File: src/rtl/control_fsm.sv
// Multi-cycle instruction sequencer: fetch, single-cycle execute, and a memory phase
// that waits on mem_ack. It drives the regfile, ALU, LUT and memory ports.
module control_fsm #(
    parameter int DW  = 8,
    parameter int RIW = 4,
    parameter int CW  = 16
) (
    input  logic           clk,
    input  logic           reset,
    input  logic [8:0]     instruction,
    input  logic           inst_valid,
    output logic           inst_ready,
    output logic           mem_req,
    output logic           mem_we,
    output logic [DW-1:0]  mem_addr,
    output logic [DW-1:0]  mem_wdata,
    input  logic           mem_ack,
    input  logic [DW-1:0]  mem_rdata,
    output logic           reg_we,
    output logic [RIW-1:0] reg_i_a,
    output logic [RIW-1:0] reg_i_b,
    output logic [RIW-1:0] reg_i_write,
    output logic [DW-1:0]  reg_write_in,
    input  logic [DW-1:0]  reg_a,
    input  logic [DW-1:0]  reg_b,
    output logic [3:0]     alu_op,
    input  logic           alu_zero,
    input  logic [DW-1:0]  alu_out,
    output logic [2:0]     lut_type,
    input  logic [DW-1:0]  lut_out,
    output logic [4:0]     immediate,
    output logic           pc_advance,
    output logic           take_branch,
    output logic           halted,
    input  logic           resume,
    output logic [CW-1:0]  retired
);

    typedef enum logic [1:0] {FETCH, EXEC, MEM, HALT} state_t;

    localparam logic [2:0] OP_LW  = 3'b000;
    localparam logic [2:0] OP_SW  = 3'b001;
    localparam logic [2:0] OP_SET = 3'b010;
    localparam logic [2:0] OP_ADD = 3'b011;
    localparam logic [2:0] OP_SLL = 3'b100;
    localparam logic [2:0] OP_NEG = 3'b101;
    localparam logic [2:0] OP_B   = 3'b110;
    localparam logic [2:0] OP_MOV = 3'b111;

    localparam logic [3:0] ALU_ADD = 4'd0;
    localparam logic [3:0] ALU_SUB = 4'd2;
    localparam logic [3:0] ALU_SLL = 4'd3;
    localparam logic [3:0] ALU_NEG = 4'd6;
    localparam logic [3:0] ALU_LTS = 4'd9;
    localparam logic [3:0] ALU_LT  = 4'd10;

    localparam logic [2:0] LUT_LW  = 3'd0;
    localparam logic [2:0] LUT_SW  = 3'd1;
    localparam logic [2:0] LUT_BEQ = 3'd2;

    state_t     state, state_nxt;
    logic [8:0] ir;
    logic [2:0] opcode;
    logic [1:0] funct;
    logic       r_op;

    assign opcode = ir[8:6];
    assign funct  = ir[1:0];

    always_ff @(posedge clk or posedge reset) begin
        if (reset) begin
            state   <= FETCH;
            ir      <= '0;
            retired <= '0;
        end else begin
            state <= state_nxt;
            if (state == FETCH && inst_valid)
                ir <= instruction;
            if (pc_advance)
                retired <= retired + CW'(1);
        end
    end

    always_comb begin
        state_nxt    = state;
        r_op         = 1'b0;
        inst_ready   = 1'b0;
        mem_req      = 1'b0;
        mem_we       = 1'b0;
        mem_addr     = '0;
        mem_wdata    = '0;
        reg_we       = 1'b0;
        reg_i_a      = '0;
        reg_i_b      = '0;
        reg_i_write  = '0;
        reg_write_in = '0;
        alu_op       = '0;
        lut_type     = '0;
        immediate    = '0;
        pc_advance   = 1'b0;
        take_branch  = 1'b0;
        halted       = 1'b0;

        case (state)
            FETCH: begin
                inst_ready = 1'b1;
                if (inst_valid)
                    state_nxt = EXEC;
            end
            EXEC: begin
                state_nxt = FETCH;
                case (opcode)
                    OP_LW, OP_SW: begin
                        immediate = ir[4:0];
                        lut_type  = (opcode == OP_SW) ? LUT_SW : LUT_LW;
                        state_nxt = MEM;
                    end
                    OP_SET: begin
                        immediate    = ir[4:0];
                        reg_we       = 1'b1;
                        reg_i_write  = RIW'(ir[5]);
                        reg_write_in = DW'(ir[4:0]);
                        pc_advance   = 1'b1;
                    end
                    OP_ADD: begin
                        if (funct == 2'b11) state_nxt = MEM;
                        else begin
                            r_op   = 1'b1;
                            alu_op = ALU_ADD + 4'(funct);
                        end
                    end
                    OP_SLL: begin
                        if (funct == 2'b11) pc_advance = 1'b1;
                        else begin
                            r_op   = 1'b1;
                            alu_op = ALU_SLL + 4'(funct);
                        end
                    end
                    OP_NEG: begin
                        if (funct == 2'b11) begin
                            pc_advance = 1'b1;
                            state_nxt  = HALT;
                        end else begin
                            r_op   = 1'b1;
                            alu_op = ALU_NEG + 4'(funct);
                        end
                    end
                    OP_B: begin
                        reg_i_a    = '0;
                        reg_i_b    = RIW'(1);
                        immediate  = {1'b0, ir[5:2]};
                        lut_type   = LUT_BEQ + 3'(funct);
                        pc_advance = 1'b1;
                        case (funct)
                            2'b00: begin alu_op = ALU_SUB; take_branch = alu_zero;   end
                            2'b01: begin alu_op = ALU_SUB; take_branch = ~alu_zero;  end
                            2'b10: begin alu_op = ALU_LTS; take_branch = alu_out[0]; end
                            default: begin alu_op = ALU_LT; take_branch = alu_out[0]; end
                        endcase
                    end
                    default: begin // MOV
                        reg_we       = 1'b1;
                        reg_i_a      = RIW'(ir[5:2]);
                        reg_i_write  = RIW'(ir[1]);
                        reg_write_in = reg_a;
                        pc_advance   = 1'b1;
                    end
                endcase
                // Register-register ALU ops share operand routing and writeback.
                if (r_op) begin
                    reg_we       = 1'b1;
                    reg_i_a      = '0;
                    reg_i_b      = RIW'(1);
                    reg_i_write  = RIW'(ir[5:2]);
                    reg_write_in = alu_out;
                    pc_advance   = 1'b1;
                end
            end
            MEM: begin
                mem_req = 1'b1;
                case (opcode)
                    OP_LW: begin
                        immediate = ir[4:0];
                        lut_type  = LUT_LW;
                        mem_addr  = lut_out;
                    end
                    OP_SW: begin
                        immediate = ir[4:0];
                        lut_type  = LUT_SW;
                        mem_addr  = lut_out;
                        mem_we    = 1'b1;
                        reg_i_a   = RIW'(ir[5]);
                        mem_wdata = reg_a;
                    end
                    default: begin // LWR
                        reg_i_a  = '0;
                        mem_addr = reg_a;
                    end
                endcase
                if (mem_ack) begin
                    pc_advance = 1'b1;
                    state_nxt  = FETCH;
                    if (opcode != OP_SW) begin
                        reg_we       = 1'b1;
                        reg_write_in = mem_rdata;
                        reg_i_write  = (opcode == OP_LW) ? RIW'(ir[5]) : RIW'(ir[5:2]);
                    end
                end
            end
            default: begin // HALT
                halted = 1'b1;
                if (resume)
                    state_nxt = FETCH;
            end
        endcase
    end

endmodule
File: config.mk
export PLATFORM = sky130hd
export DESIGN_NAME = control_fsm
export DESIGN_NICKNAME = d
export VERILOG_FILES = /design/src/rtl/control_fsm.sv
export SDC_FILE = /design/constraint.sdc
export NUM_CORES = 1
export LEC_CHECK = 0
export CAP_MARGIN = 20
export CORE_ASPECT_RATIO = 1.4
export CORE_UTILIZATION = 40
export DETAILED_ROUTE_END_ITERATION = 10
export DONT_BUFFER_PORTS = 1
export GPL_ROUTABILITY_DRIVEN = 0
export PLACE_DENSITY = 0.62
export RECOVER_POWER = 50
export SLEW_MARGIN = 20
export SYNTH_ARGS = -nofsm -noshare
export SYNTH_HDL_FRONTEND = slang
export SYNTH_SLANG_ARGS = --single-unit
export TNS_END_PERCENT = 20
File: constraint.sdc
create_clock -name clk -period 3.2 [get_ports clk]
set_input_delay 0.32 -clock clk [delete_from_list [all_inputs] [get_ports clk]]
set_output_delay 0.32 -clock clk [all_outputs]
set_load 0.1 [all_outputs]
**After elaboration in Yosys (flattened, before gate mapping)**

Index checks and enable logic that the tools add are counted.

- Register bits after elaboration: 27
- Input port bits: 55
- Output and inout port bits: 71

- Add/subtract/negate cells: 4
- Equality and inequality tests: 14
- Mux-type cells: 62
- Bitwise operators: 1
- Reduce and logical (&&, ||, !) cells: 15

Operators by type and width:

| operator | number |
|---|---|
| $mux 8 | 7 |
| $mux 4 | 10 |
| $pmux 8 s2 | 2 |
| $pmux 4 s2 | 3 |
| $mux 1 | 20 |
| $pmux 5 s2 | 2 |
| $add 16x1->16 const B | 1 |
| $pmux 4 s4 | 1 |
| $mux 2 | 6 |
| $pmux 2 s3 | 2 |
| $pmux 3 s2 | 2 |
| $reduce_or 3->1 | 4 |
| $pmux 1 s2 | 5 |
| $eq 3x3->1 const B | 3 |
| $reduce_or 7->1 | 1 |
| $add 2x2->3 const A | 2 |
| $eq 2x2->1 const B | 3 |
| $eq 3x2->1 const B | 2 |
| $reduce_or 2->1 | 3 |
| $reduce_or 6->1 | 1 |
| $mux 5 | 1 |
| $add 3x2->4 const A | 1 |
| $eq 2x1->1 const B | 2 |
| $logic_not 2->1 | 2 |
| 9 further kinds | 10 |

**Depth between registers and ports, before layout**

- Depth after elaboration: 6
- Gate-level depth with buffers: 8

**Worst setup path after synthesis**

OpenSTA, ideal clock, no wires.

- Path type: reg2out
- From: reg state[0]
- To: out reg_i_a[0]
- Arrival time: 4119 ps
- Data required time: 2880 ps
- Path slack: -1239 ps
- Stages on the path, launching flop included: 7
- Cell sequence: dfrtp_1 > inv_1 > ha_1 > and3_1 > clkbuf_1 > nand2_1 > a21boi_1

- Word-level cells in the longest chain between the ends: 2
- Elaborated cells between the ends (all ways): 3

RTL lines:

| item | RTL line | source |
|---|---|---|
| from (decl) | 61 | `state_t state, state_nxt;` |
| from (signal assigned) | 76 | `state <= state_nxt;` |
| $eq 2x2->1 / $eq 2x1->1 (equally long branches) | 104 | `case (state)` |
| $pmux 4 s2 * | 104 |  |
| to (decl) | 20 | `output logic [RIW-1:0] reg_i_a,` |

Every way passes the cells marked *; elsewhere a longest branch is shown, timed or not.

**Final worst setup path**

- From: reg ir[7]
- To: out reg_write_in[6]

- Word-level cells in the longest chain between the ends: 6
- Elaborated cells between the ends (all ways): 17

RTL lines:

| item | RTL line | source |
|---|---|---|
| from (decl) | 62 | `logic [8:0] ir;` |
| from (signal assigned) | 78 | `ir <= instruction;` |
| $eq 3x3->1 / $eq 3x2->1 (equally long branches) | 112 | `case (opcode)` |
| $reduce_or 3->1 (no source line) | n/a |  |
| $mux 1 | n/a |  |
| $mux 1 | 104 |  |
| $mux 8 | 170 | `if (r_op) begin` |
| $pmux 8 s2 * | 104 |  |
| to (decl) | 23 | `output logic [DW-1:0] reg_write_in,` |

Every way passes the cells marked *; elsewhere a longest branch is shown, timed or not. The select of a mux whose other input is x is not followed.

==> run_results.csv <==
group,metric,value,unit
layout,synthToLayoutAreaGrowth,41.3,%
detailed_routing,drt_iter0_markers,124,
clock_network,htreeDepth,1,
synthesis,avgSynthCellArea,8.49,um2
synthesis,synth_top_area_cell,"dfrtp_1",
synthesis,synth_ff_type,"dfrtp_1",
clock_network,postCtsHoldBufs,0,
die,die_area,6280,um2
synthesis,yosys-top-cells-area,"dfrtp_1, ha_1, xnor2_1",
pwr,p_int,0.00136,W
pwr,ir_worst_vdd,0.619,mV
synthesis,synth_cell_types,54,
global_routing,grt_pass1_wl,11.0,mm
timing,hold_viol,0,
timing,finalCritPeriodShare,0.899,
job,drv_cap,0,
timing,rsz0062_at_grt,"no",
worst_setup_path,critPathBufInv,1,
die,initial_utilization,0.422,
die,ios,126,
synthesis,async_flop_share,1.00,
pwr,power_leakage,1.39,nW
detailed_routing,vias,2360,
detailed_routing,drc,0,
worst_setup_path,end_kind,"primary output",
worst_setup_path,critPathMaxFanout,22,
worst_setup_path,rr_startpoint,"retired[2]$_DFFE_PP0P_",
worst_setup_path,slowest_stage,"dfrtp_1",
detailed_routing,drt-pass1-iter-count,4,
clock_network,cts_tree,"yes",
detailed_routing,viasPerCell,5.86,
worst_setup_path,cp-startpoint,"ir[7]$_DFFE_PP0P_",
global_routing,grt_max_degree,28,
layout,diodes,0,
clock_network,clockBufferDepth,2,
synthesis,synthesis.area,2380,um2
pwr,pwr-share-seq,0.177,
global_routing,antenna_found_initial,0,
synthesis,yosys_warnings,0,
layout,drive_above_1_share,0.296,
synthesis,ys_seq_area_frac,0.283,
synthesis,yosysTopAreaCellShare,0.283,
layout,final_common_cell,"nand2_1",
clock_network,cts-root-buf,"clkbuf_8",
timing,tightestPinTransition,1.38,ns
die,coreArea,5650,um2
timing,period_needed,2.88,ns
synthesis,ys_ff_latch,27,
worst_setup_path,slowest_delay,0.65,ns
die,die_w,67.3,um
place,post-place-ws,0.642,ns
die,fp-row-count,32,
detailed_routing,ant_nets,0,
timing,slew_violations,0,
global_routing,track_usage,0.226,
worst_setup_path,crit_type,"flip-flop to primary output",
worst_setup_path,cp.depth,5,
pwr,comb_power_share,0.771,
layout,final_util,0.597,
timing,fmax,347,MHz
clock_network,clk_latency,0.26,ns
timing,tns,0,ns
outcome,outcome,"completed",
place,dpl_cell_area,3380,um2
worst_setup_path,cp.arrival,2.56,ns
global_routing,gr-total-overflow,0,
clock_network,clk_pin_slew,0.09,ns
worst_setup_path,ff2ff_path_depth,5,
timing,finalSetupViolCount,0,
global_routing,grt_pass1_vias,2352,
pwr,finalPower,0.00362,W
pwr,pwr-share-clk,0.052,
pwr,switching_share,0.624,
clock_network,postCtsResizedCells,0,
synthesis,synth_edf_count,0,
layout,postLayoutCellArea,3370,um2
synthesis,syn-instance-count,281,
worst_setup_path,critPathRequiredTime,2.88,ns
layout,final_cell_mix,"nand2_1, dfrtp_1, buf_12, buf_4, and2_1",
timing,relSlewSlack,0.0820,
place,place_hpwl,5.53,mm
detailed_routing,routed_wirelength,6.86,mm
worst_setup_path,cp_top_family,"simple AND/OR/NAND/NOR gates",
place,portBuffers,0,
detailed_routing,wl_per_cell,17.0,um
worst_setup_path,start_kind,"flip-flop",
pwr,p_sw,0.00226,W
layout,nets,403,
timing,layout_setup_ws,0.322,ns
pwr,power_density,1070,nW/um2
clock_network,post_cts_buffers,0,
die,die_y,93.4,um
worst_setup_path,crit_path_cell_trace,"nor2_2 -> a21oi_1 -> and2_0 -> a221o_1 -> buf_12",
timing,fin_worst_skew,0.00148,ns
clock_network,cts_buffers,3,
min_path,hold_class,"primary input to asynchronous set/reset pin",
clock_network,clkSinkCount,27,
power groups by stage:
stage / clock network [W] / logic (W) / registers, W
floorplan: 0 / 0.00195 / 0.000781
global placement: 0 / 0.00276 / 0.000637
detailed placement: 0 / 0.00281 / 0.000646
CTS: 0.000199 / 0.00282 / 0.000638
global route: 0.000208 / 0.00294 / 0.000663
finish: 0.000188 / 0.00279 / 0.000642
routing by layer:
metal / wire length (um) / track usage / part of all wire / vias up
met2: 3800 / 0.432 / 0.55 / 104
met3: 564 / 0.0415 / 0.082 / 12
li1: - / - / - / 1097
met1: 2370 / 0.235 / 0.34 / 1147
met5: 0 / 0 / 0 / -
met4: 130 / 0.0780 / 0.019 / 0
sequential cells by signal (all words and copies together) (netlist names):
name / count
ir: 9
retired: 16
state: 2
cell type report:
type / count / area (um2)
Tap cell: 68 / 85.1
Fill cell: 512 / 2280
Sequential cell: 27 / 676
Clock inverter: 1 / 5.00
Multi-Input combinational cell: 224 / 1640
Inverter: 11 / 41.3
Clock buffer: 3 / 41.3
Timing Repair Buffer: 69 / 880
synthesized netlist by cell type, types with 5 or more instances:
cell	n
nor3_1	5
and3_1	9
nand4_1	7
nor2b_1	7
xnor2_1	15
ha_1	12
a21boi_0	8
mux2_2	9
clkbuf_1	5
inv_1	11
dfrtp_1	27
a221o_1	8
a21oi_1	9
nor2_1	15
buf_2	11
nand2_1	31
and2_1	17
nand3_1	12
path summary, 6_finish.rpt:
check	slack (ns)	to
hold / removal	0.18	retired[11]$_DFFE_PP0P_
setup reg to reg	0.47	retired[15]$_DFFE_PP0P_
min in group clk	0.20	ir[7]$_DFFE_PP0P_
setup / recovery	0.32	reg_write_in[6]
max in group asynchronous	2.39	ir[8]$_DFFE_PP0P_
hold reg to reg	0.64	ir[4]$_DFFE_PP0P_
worst register-to-register path, stage by stage (launching register included):
cell	delay, ns
dfrtp_1	0.33
clkbuf_1	1.00
nand4_1	0.27
nor3_1	0.55
nand4_1	0.21
xnor2_1	0.21
metrics by stage:
step	cells	hold WS (ns)
finish	403	0.185
global route	403	0.181
global placement	399	0.472
floorplan	283	0.373
detailed placement	399	0.474
CTS	403	0.188
cells by family (layout without fill, tap and decap cells):
| family | Yosys count | after routing | synth area share |
|---|---|---|---|
| flip-flops | 27 | 27 | 0.283 |
| other | 1 | 3 | 0.00157 |
| XOR/XNOR | 15 | 15 | 0.0551 |
| AND/OR/NAND/NOR | 122 | 122 | 0.278 |
| AO/OA/AOI/OAI | 60 | 60 | 0.198 |
| buffers and inverters | 32 | 84 | 0.0656 |
| adder cells (fa/ha/maj) | 12 | 12 | 0.0630 |
| multiplexers | 12 | 12 | 0.0556 |
No activity file was read; power rests on OpenSTA's default activity.
